File: config.mk
export PLATFORM = sky130hd
export DESIGN_NAME = imem_port_arbiter
export DESIGN_NICKNAME = d
export VERILOG_FILES = /design/src/rtl/imem_port_arbiter.sv
export SDC_FILE = /design/constraint.sdc
export NUM_CORES = 1
export LEC_CHECK = 0
export CORE_ASPECT_RATIO = 2
export CORE_MARGIN = 1.5
export CORE_UTILIZATION = 40
export DETAILED_ROUTE_END_ITERATION = 10
export PLACE_DENSITY = 0.71
export SLEW_MARGIN = 20
export SYNTH_ARGS = -nofsm -noshare
export SYNTH_HDL_FRONTEND = slang
export SYNTH_SLANG_ARGS = --single-unit
File: constraint.sdc
create_clock -name clk -period 4.3 [get_ports clk]
set_input_delay 1.075 -clock clk [delete_from_list [all_inputs] [get_ports clk]]
set_output_delay 1.075 -clock clk [all_outputs]
set_load 0.05 [all_outputs]
File: src/rtl/imem_port_arbiter.sv
// imem_port_arbiter: shares one instruction-memory port between CPU fetches
// (reads) and the program loader (writes, staged through a small FIFO).
// Fetches win the port unless the write buffer is full, the fetch address
// matches a buffered write, or fetches have starved the buffer too long.
// Optional macro IMEM_ARB_STATS_EN adds a 16-bit saturating counter of
// cycles in which a fetch request was refused (stat_fetch_stalls).
module imem_port_arbiter #(
    parameter int ADDR_W     = 16,
    parameter int DATA_W     = 16,
    parameter int WBUF_DEPTH = 4,
    parameter int MAX_STALL  = 8
) (
    input  logic              clk,
    input  logic              rst_n,
    input  logic              fetch_req,
    input  logic [ADDR_W-1:0] fetch_addr,
    output logic              fetch_gnt,
    output logic              fetch_valid,
    output logic [DATA_W-1:0] fetch_data,
    input  logic              wr_valid,
    input  logic [ADDR_W-1:0] wr_addr,
    input  logic [DATA_W-1:0] wr_data,
    output logic              wr_ready,
    output logic              busy,
    output logic [ADDR_W-1:0] mem_address_out,
    output logic [ADDR_W-1:0] mem_address_in,
    output logic [DATA_W-1:0] mem_instruction_in,
    output logic              mem_write,
`ifdef IMEM_ARB_STATS_EN
    output logic [15:0]       stat_fetch_stalls,
`endif
    input  logic [DATA_W-1:0] mem_instruction_out
);

    localparam int PTR_W   = $clog2(WBUF_DEPTH);
    localparam int CNT_W   = PTR_W + 1;
    localparam int STALL_W = $clog2(MAX_STALL + 1);
    localparam logic [CNT_W-1:0]   DEPTH_C     = CNT_W'(WBUF_DEPTH);
    localparam logic [STALL_W-1:0] STALL_MAX_C = STALL_W'(MAX_STALL);

    typedef enum logic [1:0] {ST_IDLE, ST_READ, ST_WRITE} state_t;

    // Write-buffer storage (data only, no reset needed)
    logic [ADDR_W-1:0] buf_addr [WBUF_DEPTH];
    logic [DATA_W-1:0] buf_data [WBUF_DEPTH];

    state_t            state_q, state_d;
    logic [CNT_W-1:0]  count_q, count_d;
    logic [PTR_W-1:0]  wr_ptr_q, wr_ptr_d, rd_ptr_q, rd_ptr_d;
    logic [STALL_W-1:0] stall_q, stall_d;
    logic              fetch_valid_q, fetch_valid_d;
    logic [DATA_W-1:0] fetch_data_q, fetch_data_d;
    logic [ADDR_W-1:0] mem_address_out_q, mem_address_out_d;
    logic [ADDR_W-1:0] mem_address_in_q, mem_address_in_d;
    logic [DATA_W-1:0] mem_instruction_in_q, mem_instruction_in_d;
    logic              mem_write_q, mem_write_d;

    logic full, empty, hazard, gnt, push, pop;
    logic [PTR_W-1:0] offset;

    // Read-after-write hazard: fetch address matches any occupied buffer slot
    always_comb begin
        hazard = 1'b0;
        offset = '0;
        for (int i = 0; i < WBUF_DEPTH; i++) begin
            offset = PTR_W'(i) - rd_ptr_q;
            if (({1'b0, offset} < count_q) && (buf_addr[i] == fetch_addr)) begin
                hazard = 1'b1;
            end
        end
    end

    // Arbitration, buffer bookkeeping and next values of all registered outputs
    always_comb begin
        full  = (count_q == DEPTH_C);
        empty = (count_q == '0);
        gnt   = 1'b0;

        // Priority order: full, hazard, starvation, fetch, drain, idle
        if (full) begin
            state_d = ST_WRITE;
        end else if (fetch_req && hazard) begin
            state_d = ST_WRITE;
        end else if ((stall_q >= STALL_MAX_C) && !empty) begin
            state_d = ST_WRITE;
        end else if (fetch_req) begin
            state_d = ST_READ;
            gnt     = 1'b1;
        end else if (!empty) begin
            state_d = ST_WRITE;
        end else begin
            state_d = ST_IDLE;
        end

        push = wr_valid && !full;
        pop  = (state_d == ST_WRITE);

        wr_ptr_d = push ? wr_ptr_q + PTR_W'(1) : wr_ptr_q;
        rd_ptr_d = pop  ? rd_ptr_q + PTR_W'(1) : rd_ptr_q;
        count_d  = count_q;
        if (push && !pop) begin
            count_d = count_q + CNT_W'(1);
        end else if (pop && !push) begin
            count_d = count_q - CNT_W'(1);
        end

        // Starvation counter only runs while reads keep a non-empty buffer waiting
        stall_d = stall_q;
        if (pop || empty) begin
            stall_d = '0;
        end else if ((state_d == ST_READ) && (stall_q != STALL_MAX_C)) begin
            stall_d = stall_q + STALL_W'(1);
        end

        mem_write_d          = pop;
        mem_address_in_d     = pop ? buf_addr[rd_ptr_q] : mem_address_in_q;
        mem_instruction_in_d = pop ? buf_data[rd_ptr_q] : mem_instruction_in_q;
        mem_address_out_d    = (state_d == ST_READ) ? fetch_addr : mem_address_out_q;

        // Memory returned data on the falling edge of the READ cycle
        fetch_valid_d = (state_q == ST_READ);
        fetch_data_d  = (state_q == ST_READ) ? mem_instruction_out : fetch_data_q;
    end

    // Port state machine and registered memory/fetch outputs
    always_ff @(posedge clk or negedge rst_n) begin
        if (!rst_n) begin
            state_q              <= ST_IDLE;
            count_q              <= '0;
            wr_ptr_q             <= '0;
            rd_ptr_q             <= '0;
            stall_q              <= '0;
            fetch_valid_q        <= 1'b0;
            fetch_data_q         <= '0;
            mem_address_out_q    <= '0;
            mem_address_in_q     <= '0;
            mem_instruction_in_q <= '0;
            mem_write_q          <= 1'b0;
        end else begin
            state_q              <= state_d;
            count_q              <= count_d;
            wr_ptr_q             <= wr_ptr_d;
            rd_ptr_q             <= rd_ptr_d;
            stall_q              <= stall_d;
            fetch_valid_q        <= fetch_valid_d;
            fetch_data_q         <= fetch_data_d;
            mem_address_out_q    <= mem_address_out_d;
            mem_address_in_q     <= mem_address_in_d;
            mem_instruction_in_q <= mem_instruction_in_d;
            mem_write_q          <= mem_write_d;
        end
    end

    // Capture loader writes into the slot at the write pointer
    always_ff @(posedge clk) begin
        if (push) begin
            buf_addr[wr_ptr_q] <= wr_addr;
            buf_data[wr_ptr_q] <= wr_data;
        end
    end

`ifdef IMEM_ARB_STATS_EN
    logic [15:0] stat_q, stat_d;

    // Saturating count of refused fetch cycles
    always_comb begin
        stat_d = stat_q;
        if (fetch_req && !gnt && (stat_q != 16'hFFFF)) begin
            stat_d = stat_q + 16'd1;
        end
    end

    // Statistics register
    always_ff @(posedge clk or negedge rst_n) begin
        if (!rst_n) begin
            stat_q <= '0;
        end else begin
            stat_q <= stat_d;
        end
    end

    assign stat_fetch_stalls = stat_q;
`endif

    assign fetch_gnt          = gnt && rst_n;
    assign wr_ready           = !full && rst_n;
    assign busy               = !empty || (state_q != ST_IDLE);
    assign fetch_valid        = fetch_valid_q;
    assign fetch_data         = fetch_data_q;
    assign mem_address_out    = mem_address_out_q;
    assign mem_address_in     = mem_address_in_q;
    assign mem_instruction_in = mem_instruction_in_q;
    assign mem_write          = mem_write_q;

endmodule

==> impl_metrics.py <==
metrics = {
    "worst_setup_path": {
        "path_max_fanout": 5,
        "critPathLaunchType": "input port",
        "cp_top_family": "simple AND/OR/NAND/NOR gates",
        "worst_path_largest_cell_delay_ns": 0.60,
        "cp_data_required_time_ns": 3.22,
        "crit_path_end_kind": "output port",
        "arrival_ns": 3.17,
        "worstPathCellList": "clkdlybuf4s50_1 -> xor2_1 -> nor4_1 -> nand4_1 -> o22ai_2 -> nor3_4 -> and2_1 -> buf_12",
        "critPathKind": "in2out",
        "cp_num_buf_inv": 2,
        "cpMaxStageDelayCell": "clkdlybuf4s50_1",
    },
    "floorplan": {
        "io_pins": 137,
        "start_util": 0.408,
        "design.core.area_um2": 21600,
        "placementRows": 76,
        "dieArea_um2": 23000,
        "die_y_um": 213,
        "die_w_um": 108,
    },
    "yosys": {
        "ys_top_cells_by_area": "edfxtp_1 44%, dfrtp_1 22%, mux4_2 8.2%",
        "synth_area_per_cell_um2": 17.9,
        "syn_nets": 573,
        "synth_flop_cell": "edfxtp_1",
        "yosysTopAreaCellShare": 0.436,
        "synth_cells": 493,
        "ys_types": 39,
        "synth.largest_area_cell": "edfxtp_1",
        "ys_ff_latch": 207,
        "synth_area_um2": 8810,
        "synth_edf_count": 128,
        "ys_seq_area_frac": 0.661,
        "ys_warn_count": 0,
        "async_flop_share": 0.382,
    },
    "sta": {
        "relSlewSlack": 0.355,
        "final.min_clock_period_ns": 4.24,
        "finalHoldViolations": 0,
        "tightest_slew_ns": 0.967,
        "holdWs_ns": 0.496,
        "fmax_mhz": 236,
        "setup_viol": 0,
        "fin_skew_ns": 0.0109,
        "fin_crit_sh": 0.987,
        "maxSlewViolCount": 0,
        "finalSetupTns_ns": 0,
    },
    "power_and_ir_drop": {
        "ir_drop_mv": 0.390,
        "p_leak_uw": 0.00418,
        "powerDensity_nw_per_um2": 741,
        "p_total_uw": 8240,
    },
    "layout": {
        "instances_no_fill": 927,
        "drive_gt1_frac": 0.252,
        "diodes": 0,
        "nNetsFinal": 722,
        "syn2layout_area_growth_pct": 26.2,
        "finalInstanceArea_um2": 11100,
    },
    "flow_run": {
        "maxCapViolCount": 0,
    },
    "routing": {
        "route.vias.total": 4780,
        "vias_per_cell": 5.16,
        "drcViolationCount": 0,
        "drtIter0Drc": 167,
        "wire_per_inst_um": 22.1,
        "dr.pass1.iters": 4,
        "routed_wl_um": 20500,
        "ant_nets": 0,
    },
    "grt": {
        "grt.busiest_layer": "met2",
        "grt_antenna_before_repair": 0,
        "use_met2": 0.348,
        "overflow": 0,
        "grt_first_pass_wirelength_um": 30800,
        "grt_pass1_vias": 5330,
        "grtUsageMet3": 0.0263,
        "grtUsageTotal": 0.183,
        "grt_util_met1": 0.192,
        "grt_max_degree": 45,
    },
    "clock_tree": {
        "ctsHoldBuffers": 0,
        "cts_sinks": 207,
        "cts_tree": "built",
        "clk_latency_ns": 0.50,
        "clkTransAtPathRegs_ns": 0.07,
        "cts-root-buf": "clkbuf_16",
        "htree_num_levels": 1,
        "cts_buffer_depth": 3,
        "cts_made_buffers": 18,
    },
    "place": {
        "placed_area_um2": 10500,
        "finalWeightedCongestion": 0.896,
        "hpwl_um": 14400,
        "place_inst": 894,
        "io_buffer_count": 136,
    },
    "run_status": {
        "status": "complete, no violations",
    },
    "worst_hold_path": {
        "min_path_type": "reg2reg",
    },
}
==> layout by cell type, fill, tap and decap left out, types with 4 or more instances in the layout <==
cell type,instances
clkdlybuf4s50_1,131
edfxtp_1,128
dfrtp_1,77
xor2_1,59
mux2_2,38
mux4_2,32
buf_4,27
mux2_4,26
clkbuf_16,19
xnor2_1,14
nor4_1,12
ha_1,11
inv_1,10
nor2_1,6
nand4_1,5
a21oi_1,4
nand2_1,4
and3_2,4
and3_1,4
==> logic make-up (layout without fill, tap and decap cells) <==
kind of cell / after synthesis / after routing / share of synthesized area
buffers and inverters: 42 / 203 / 0.0263
AO/OA/AOI/OAI: 11 / 11 / 0.0108
XOR/XNOR: 73 / 73 / 0.0726
flip-flops: 207 / 207 / 0.661
AND/OR/NAND/NOR: 50 / 50 / 0.0342
adder cells (fa/ha/maj): 12 / 12 / 0.0179
multiplexers: 98 / 98 / 0.177
==> where the power goes <==
part | internal [uW] | switching, uW | total [uW]
clock network | 863 | 712 | 1570
logic | 1500 | 2080 | 3580
registers | 2740 | 351 | 3090
total | 5100 | 3140 | 8240
==> Yosys cell counts, drive strengths merged (5+ instances only) <==
cell    count
inv        10
nor2        6
nor4       14
and3        8
ha         11
mux4       32
dfrtp      79
xor2       59
mux2       65
buf        24
xnor2      14
nand4       5
clkbuf      8
edfxtp    128
==> sequential cells by signal (all words and copies together) (netlist names) <==
| name | cells |
|---|---|
| fetch_valid | 1 |
| mem_write | 1 |
| mem_address_out | 16 |
| count_q | 3 |
| wr_ptr_q | 2 |
| mem_address_in | 16 |
| state_q | 2 |
| fetch_data | 16 |
| rd_ptr_q | 2 |
| buf_data | 64 |
| stall_q | 4 |
| buf_addr | 64 |
| mem_instruction_in | 16 |
==> routing by layer <==
metal  wire length [um]  vias to the layer above
met2              11600                      135
met3                877                       35
met5                  0                        -
li1                   -                     2125
met1               7130                     2485
met4                845                        0
==> final cells by class <==
| type | instances | area [um^2] |
|---|---|---|
| inverter | 10 | 37.5 |
| multi-input combinational | 244 | 2790 |
| fill | 1785 | 10500 |
| clock inverter | 7 | 38.8 |
| sequential | 207 | 5820 |
| tap | 273 | 342 |
| clock buffer | 25 | 528 |
| timing repair buffer | 161 | 1560 |
==> worst paths after layout <==
check / startpoint / slack (ns) / to / depth (start not counted)
setup / recovery: fetch_addr[0] / 0.06 / fetch_gnt / 8
hold / removal: mem_address_out[4] / 0.50 / mem_address_out[4] / 1
setup reg to reg: rd_ptr_q[1] / 1.05 / count_q[2] / 14
hold reg to reg: mem_address_out[4] / 0.50 / mem_address_out[4] / 1
max in group asynchronous: rst_n / 3.16 / rd_ptr_q[0] / 2
min in group asynchronous: rst_n / 0.73 / mem_instruction_in[2] / 2
==> metrics by stage <==
stage / setup slack (ns) / util
floorplan: 0.374 / -
global placement: -0.0775 / 0.487
detailed placement: -0.0666 / 0.487
CTS: 0.0146 / 0.514
global route: -0.0103 / 0.515
finish: 0.0575 / 0.515
==> what timing repair did <==
action | in CTS | in global routing
endpoints found under the setup margin | 1 | 1
pin swaps | 0 | 3
buffers inserted | 0 | 1
resized for setup | 1 | 4
endpoints found under the hold margin | 0 | 0
Power figures use the tool's default switching activity.
